File: src/rtl/seq_magnitude_subtractor.sv
// Multi-cycle |A - B - Cin| unit: one CHUNK-bit slice per clock, borrow chained, sign-fixed in a final cycle.
// Optional build macro SEQ_SUB_ABORT_EN adds an Abort input that cancels an operation in flight.
`timescale 1ns/1ps
module seq_magnitude_subtractor #(
  parameter int WIDTH = 16,
  parameter int CHUNK = 4
) (
  input  logic             Clk,
  input  logic             Rst_n,
  input  logic             Start,
`ifdef SEQ_SUB_ABORT_EN
  input  logic             Abort,
`endif
  input  logic [WIDTH-1:0] A_in,
  input  logic [WIDTH-1:0] B_in,
  input  logic             Carry_in,
  output logic             Busy,
  output logic             Done,
  output logic [WIDTH-1:0] Positive_Diff,
  output logic             Is_negative,
  output logic             Mag_ovf
);

  localparam int N     = WIDTH / CHUNK;
  localparam int CNT_W = (N > 1) ? $clog2(N) : 1;
  localparam logic [CNT_W-1:0] LAST_CNT = CNT_W'(N - 1);

  typedef enum logic [1:0] {
    IDLE = 2'd0,
    SUB  = 2'd1,
    FIX  = 2'd2
  } state_e;

  state_e           state_q, state_d;
  logic [WIDTH-1:0] a_q, a_d;
  logic [WIDTH-1:0] b_q, b_d;
  logic [WIDTH-1:0] diff_q, diff_d;
  logic [WIDTH-1:0] pdiff_q, pdiff_d;
  logic [CNT_W-1:0] cnt_q, cnt_d;
  logic             borrow_q, borrow_d;
  logic             neg_q, neg_d;
  logic             ovf_q, ovf_d;
  logic             done_q, done_d;
  logic             abort_w;
  logic [CHUNK:0]   chunk_sub;

  // MSB of the (CHUNK+1)-bit result is the borrow-out of the slice.
  function automatic logic [CHUNK:0] sub_chunk(input logic [CHUNK-1:0] a,
                                               input logic [CHUNK-1:0] b,
                                               input logic             bin);
    return {1'b0, a} - {1'b0, b} - {{CHUNK{1'b0}}, bin};
  endfunction

  function automatic logic [WIDTH-1:0] magnitude(input logic [WIDTH-1:0] raw,
                                                 input logic             neg);
    return neg ? (~raw + WIDTH'(1'b1)) : raw;
  endfunction

`ifdef SEQ_SUB_ABORT_EN
  assign abort_w = Abort;
`else
  assign abort_w = 1'b0;
`endif

  // Operands are shifted right each SUB cycle so the active slice is always the low CHUNK bits.
  assign chunk_sub = sub_chunk(a_q[CHUNK-1:0], b_q[CHUNK-1:0], borrow_q);

  always_comb begin
    state_d  = state_q;
    a_d      = a_q;
    b_d      = b_q;
    diff_d   = diff_q;
    cnt_d    = cnt_q;
    borrow_d = borrow_q;
    pdiff_d  = pdiff_q;
    neg_d    = neg_q;
    ovf_d    = ovf_q;
    done_d   = 1'b0;
    unique case (state_q)
      IDLE: begin
        if (Start) begin
          state_d  = SUB;
          a_d      = A_in;
          b_d      = B_in;
          borrow_d = Carry_in;
          cnt_d    = '0;
          diff_d   = '0;
        end
      end
      SUB: begin
        if (abort_w) begin
          state_d = IDLE;
        end else begin
          a_d      = a_q >> CHUNK;
          b_d      = b_q >> CHUNK;
          borrow_d = chunk_sub[CHUNK];
          // Fill the raw difference from the top so slice k lands at bit k*CHUNK after N shifts.
          diff_d   = (diff_q >> CHUNK) | (WIDTH'(chunk_sub[CHUNK-1:0]) << (WIDTH - CHUNK));
          cnt_d    = cnt_q + CNT_W'(1);
          if (cnt_q == LAST_CNT) begin
            state_d = FIX;
          end
        end
      end
      FIX: begin
        state_d = IDLE;
        if (!abort_w) begin
          neg_d   = borrow_q;
          pdiff_d = magnitude(diff_q, borrow_q);
          ovf_d   = borrow_q && (diff_q == '0);
          done_d  = 1'b1;
        end
      end
      default: state_d = IDLE;
    endcase
  end

  always_ff @(posedge Clk or negedge Rst_n) begin
    if (!Rst_n) begin
      state_q  <= IDLE;
      a_q      <= '0;
      b_q      <= '0;
      diff_q   <= '0;
      cnt_q    <= '0;
      borrow_q <= 1'b0;
      pdiff_q  <= '0;
      neg_q    <= 1'b0;
      ovf_q    <= 1'b0;
      done_q   <= 1'b0;
    end else begin
      state_q  <= state_d;
      a_q      <= a_d;
      b_q      <= b_d;
      diff_q   <= diff_d;
      cnt_q    <= cnt_d;
      borrow_q <= borrow_d;
      pdiff_q  <= pdiff_d;
      neg_q    <= neg_d;
      ovf_q    <= ovf_d;
      done_q   <= done_d;
    end
  end

  assign Busy          = (state_q != IDLE);
  assign Done          = done_q;
  assign Positive_Diff = pdiff_q;
  assign Is_negative   = neg_q;
  assign Mag_ovf       = ovf_q;

endmodule

File: config.mk
export PLATFORM = sky130hd
export DESIGN_NAME = seq_magnitude_subtractor
export DESIGN_NICKNAME = d
export VERILOG_FILES = /design/src/rtl/seq_magnitude_subtractor.sv
export SDC_FILE = /design/constraint.sdc
export NUM_CORES = 1
export LEC_CHECK = 0
export BUFFER_PORTS_ARGS = -buffer_cell sky130_fd_sc_hd__buf_2
export CORE_MARGIN = 4
export CORE_UTILIZATION = 50
export CTS_CLUSTER_SIZE = 25
export DETAILED_ROUTE_END_ITERATION = 12
export PLACE_DENSITY = 0.72
export SLEW_MARGIN = 15
export SYNTH_ARGS = -nofsm -noshare
export SYNTH_HDL_FRONTEND = slang
export SYNTH_SLANG_ARGS = --single-unit
export TNS_END_PERCENT = 30
File: constraint.sdc
create_clock -name Clk -period 4.5 [get_ports Clk]
set_input_delay 0.9 -clock Clk [delete_from_list [all_inputs] [get_ports Clk]]
set_output_delay 0.9 -clock Clk [all_outputs]
set_load 0.02 [all_outputs]
# --- Word level (Yosys, flattened, before mapping) ---
# Cells that the tools add are included.
# Widths: inputs -> output; s select.
totals:
  register_bits: 72
  latch_bits: 0
  ram_bits: 0
  mem_bits_ro: 0
  inputBits: 36
  out_inout_bits: 20
  wordCells: 43
  memories: 0
classes:
  addsub: 4
  multipliers: 0
  n_div: 0
  order_cmp: 0
  n_eq_ne: 5
  shifts: 0
  muxes: 15
  bitwise_logic: 2
  n_reduce_logical: 7
op_table:
  columns: ["op", "n"]
  rows:
  - ["$pmux 16 s2", 3]
  - ["$mux 16", 4]
  - ["$add 16x1->16 const B", 1]
  - ["$logic_not 16->1", 1]
  - ["$not 16->16", 1]
  - ["$or 12x16->16", 1]
  - ["$pmux 2 s2", 2]
  - ["$mux 2", 3]
  - ["$sub 4x4->5", 1]
  - ["$sub 5x1->5", 1]
  - ["$eq 2x2->1 const B", 2]
  - ["$ne 2x2->1 const B", 2]
  - ["$reduce_and 2->1", 2]
  - ["$reduce_bool 2->1", 2]
  - ["$add 2x1->2 const B", 1]
  - ["$eq 2x1->1 const B", 1]
  - ["$logic_not 2->1", 1]
  - ["$mux 1", 2]
  - ["$pmux 1 s2", 1]
  - ["$logic_and 1x1->1", 1]

# --- Logic depth before layout (Yosys ltp) ---
logic_depth:
  depth_word: 4
  mapped_depth: 8

# --- Worst setup path before layout ---
# No wires, ideal clock.
synth_path:
  kind: "reg-to-output"
  start: "register state_q[1]"
  end: "output Busy"
  arrival_time_ns: 1.078
  required_ns: 3.600
  path_slack_ns: 2.522
  path_stages_with_launch: 4
  path_buffers: 2
  cell_sequence: "dfrtp_1 -> clkbuf_1 -> clkbuf_1 -> or2_2"
synth_between:
  elab_chain_cells: 1
synth_lines:
  columns: ["item", "line_no", "text"]
  rows:
  - ["start: declaration", "34", "state_e state_q, state_d;"]
  - ["start signal: assignment", "131", "state_q <= state_d;"]
  - ["$reduce_bool 2->1", "144", "assign Busy = (state_q != IDLE);"]
  - ["end: declaration", "17", "output logic Busy,"]
# Every way passes these cells.

# --- Final worst setup path ---
layout_path:
  start: "register borrow_q"
  end: "register diff_q[15]"
layout_between:
  elab_chain_cells: 3
layout_lines:
  columns: ["item", "line_no", "text"]
  rows:
  - ["start: declaration", "40", "logic borrow_q, borrow_d;"]
  - ["start signal: assignment", "136", "borrow_q <= borrow_d;"]
  - ["$sub 5x1->5", "51", "return {1'b0, a} - {1'b0, b} - {{CHUNK{1'b0}}, bin};"]
  - ["$or 12x16->16", "98", "diff_d = (diff_q >> CHUNK) | (WIDTH'(chunk_sub[CHUNK-1:0]) << (WIDTH - CHUNK));"]
  - ["$pmux 16 s2", "79", "unique case (state_q)"]
  - ["end signal: assignment", "134", "diff_q <= diff_d;"]
  - ["end: declaration", "37", "logic [WIDTH-1:0] diff_q, diff_d;"]
# Every way passes these cells.
# A chain may end at the register's enable or synchronous reset.

==> metrics.md <==
| Metric | Value |
|---|---|
| Dpl cells | `499` |
| Ports | `56` |
| Final non-filler cell total | `between 500 and 600` |
| Crit-path slowest cell | `dfrtp_1` |
| Crit-path max cell delay | `0.70 ns` |
| FFs w/ async S/R, synth | `100%` |
| Mapped Cells | `368` |
| Final Hold Vio Count | `0` |
| Routed wl met3 | `464 microns` |
| P_leak | `1.92 nW` |
| Seq pwr share | `39.2%` |
| Max-Cap Viols | `0` |
| RSZ-0062 raised after global routing | `false` |
| Num CTS Buffers | `9` |
| CP Capture Type | `register` |
| Depth of the CTS H-tree | `3` |
| Avg WL per Cell | `15.2 microns` |
| Post_cts resized | `0` |
| Final HPWL DP | `5.07 mm` |
| Antenna violations before repair | `0` |
| Count leader, synth | `dfrtp_1` |
| Root cell of the clock tree | `clkbuf_8` |
| Highest clock rate | `0.409 GHz` |
| Register bit count reported by yosys | `72` |
| Die W | `93.1 microns` |
| DR top layer | `met4` |
| Psw | `0.00126 W` |
| Core ar. | `around 6900 sq um` |
| # fillers | `646` |
| CTS Buffer Depth | `2` |
| First-pass GRT wire length | `between 10 and 15 mm` |
| CTS tree | `yes` |
| Layout cells sized above 1 | `21.2%` |
| Met2 WL | `between 3 and 4 mm` |
| Worst-path clk slew | `0.07 ns` |
| Worst skew pair latency | `around 0.35 ns` |
| Yosys cell types | `39` |
| Mean area per synthesized cell | `approximately 10 sq um` |
| Worst-margin pin slew | `0.906 ns` |
| Final Cycle Share | `54.4%` |
| Crit Path Class | `register to register` |
| # DRC | `0` |
| Final WL | `7.84 mm` |
| Nets | `460` |
| Mapped Area | `3620 sq um` |
| Die H | `93.1 microns` |
| Clock power frac | `~16%` |
| Combinational Power Share | `45.2%` |
| Fin Clk Skew | `0.00844 ns` |
| Final min period | `roughly 2.4 ns` |
| Ant diodes | `0` |
| Post-synth top cells | `dfrtp_1, o21ai_0, nand2_1` |
| Crit path cell chain | `inv_1, fa_1, inv_1, ha_1, o21ai_0, nand3b_1, xnor2_1, o21ai_0` |
| CTS Hold Buffers Added | `0` |
| DR iter-0 viols | `159` |
| Worst Hold Class | `register to register` |
| Post-synth EDFFs | `0` |
| Number of global-route vias before repair | `2766` |
| Fin. max-slew vios | `0` |
| Pin count of the biggest net entering global routing | `43` |
| Wire length on met1 | `3.49 mm` |
| Die area | `8670 sq um` |
| Routed vias/inst | `5.44` |
| Post-synthesis sequential area ratio | `49.8%` |
| Critical-path maximum fanout | `15` |
| DRT Pass-1 Iters | `5` |
| Detail Route Antenna Nets | `0` |
| Port Buf Inserts | `between 50 and 60` |
| Gr ovfl total | `0` |
| Mapped Nets | `between 400 and 500` |
| CP required | `4.77 ns` |
| Primary FF master, synth | `dfrtp_1` |
| FF+latch area | `1800 sq um` |
| Initial Util | `a little over half` |
| Setup Buffers After CTS | `0` |
| Crit path arrival time | `2.72 ns` |
| Pwr Total | `0.00295 W` |
| Cell row count | `30` |
| Slew headroom | `39.6%` |
| Layout Area Growth over Synthesis | `14.5%` |
| VDD IR-drop max | `about 0.00044 V` |
| Cell taking the most area after synthesis | `dfrtp_1` |
| WHS | `0.476 ns` |
| # clock sinks | `between 70 and 80` |
| Switching Fraction | `42.5%` |
| Synthesis Warnings | `0` |
| Post-synth top area share | `49.8%` |
| Multi-input gate area | `1670 sq um` |
| Placer congestion estimate | `roughly 0.81` |
| Total number of vias | `2800` |
| Power density over the cells | `712 nW/um^2` |
| Status | `finished clean` |
| Top cells by area, synth | `dfrtp_1, o21ai_0, nor2b_1` |
| Setup TNS | `0 ns` |
| CP Launch Type | `register` |
| Final setup fails | `0` |
| Pint | `0.00170 W` |
| Total global routing track utilization | `between 10% and 20%` |
final cells by class:
class,count,area share (%)
sequential,72,43.5
clock inverter,4,0.724
inverter,13,1.18
clock buffer,12,3.50
multi-input combinational,256,40.3
tap,96,2.90
timing repair buffer,62,7.91
sequential cells by signal, indices dropped and copies added, names as in the netlist:
signal / count
Done: 1
state_q: 2
cnt_q: 2
a_q: 16
borrow_q: 1
Is_negative: 1
Mag_ovf: 1
b_q: 16
Positive_Diff: 16
diff_q: 16
logic make-up after synthesis:
family	after synthesis	synth area share [%]
AO/OA/AOI/OAI	142	25.1
AND/OR/NAND/NOR	87	12.9
flip-flops	72	49.8
buffers and inverters	40	4.22
XOR/XNOR	16	3.87
adder cells (fa/ha/maj)	10	3.87
multiplexers	1	0.276
critical path, delay by kind of cell (launching register included):
family,cells,cell delay [ns]
DFF,1,0.70
xor gates and xnor gates,1,0.13
buffers and inverters,2,0.34
adders and majority gates,2,0.74
AOI/OAI and AO/OA,2,0.34
and+or+nand+nor,1,0.13
power by group through the flow:
stage	sequential (W)	combinational [W]	clock (W)
after floorplan	0.00116	0.000988	0
after global placement	0.00115	0.00130	0
after detailed placement	0.00116	0.00134	0
after CTS	0.00116	0.00135	0.000473
after global routing	0.00119	0.00151	0.000506
final	0.00116	0.00134	0.000460
layer usage:
metal	global-route usage (%)	vias up
met3	6.11	8
met1	23.6	1317
met4	6.23	0
met2	32.0	76
met5	0	-
li1	-	1399
placed cells by master (no fill, tap or decap), types with 3 or more instances in the layout:
cell type,instances
a22o_1,12
or2_2,4
inv_1,13
a2bb2oi_1,5
clkbuf_8,10
xnor2_1,4
o21ai_0,51
xor2_1,12
nand2_1,34
buf_4,7
dfrtp_1,72
o21ai_1,4
o31ai_1,7
buf_2,55
a21oi_1,30
ha_1,8
nor2_1,3
a22oi_1,24
nor2b_1,27
per-stage QoR:
step | setup slack, ns | area, sq um | util (%)
after global routing | 1.83 | 4150 | 60.0
after global placement | 1.91 | 3970 | 57.5
after detailed placement | 1.84 | 3970 | 57.5
after floorplan | 2.52 | 3620 | -
after CTS | 2.08 | 4150 | 60.0
final | 2.05 | 4150 | 60.0
final timing paths:
kind	to	startpoint	cells after the start	slack (ns)
min in group asynchronous	Positive_Diff[12]	Rst_n	1	0.68
min	Positive_Diff[5]	Positive_Diff[5]	2	0.48
max	diff_q[15]	borrow_q	8	2.05
min reg2reg	Positive_Diff[5]	Positive_Diff[5]	2	0.48
max reg2reg	diff_q[15]	borrow_q	8	2.05
max in group asynchronous	b_q[6]	Rst_n	2	2.88
(Power assumes the default switching activity.)
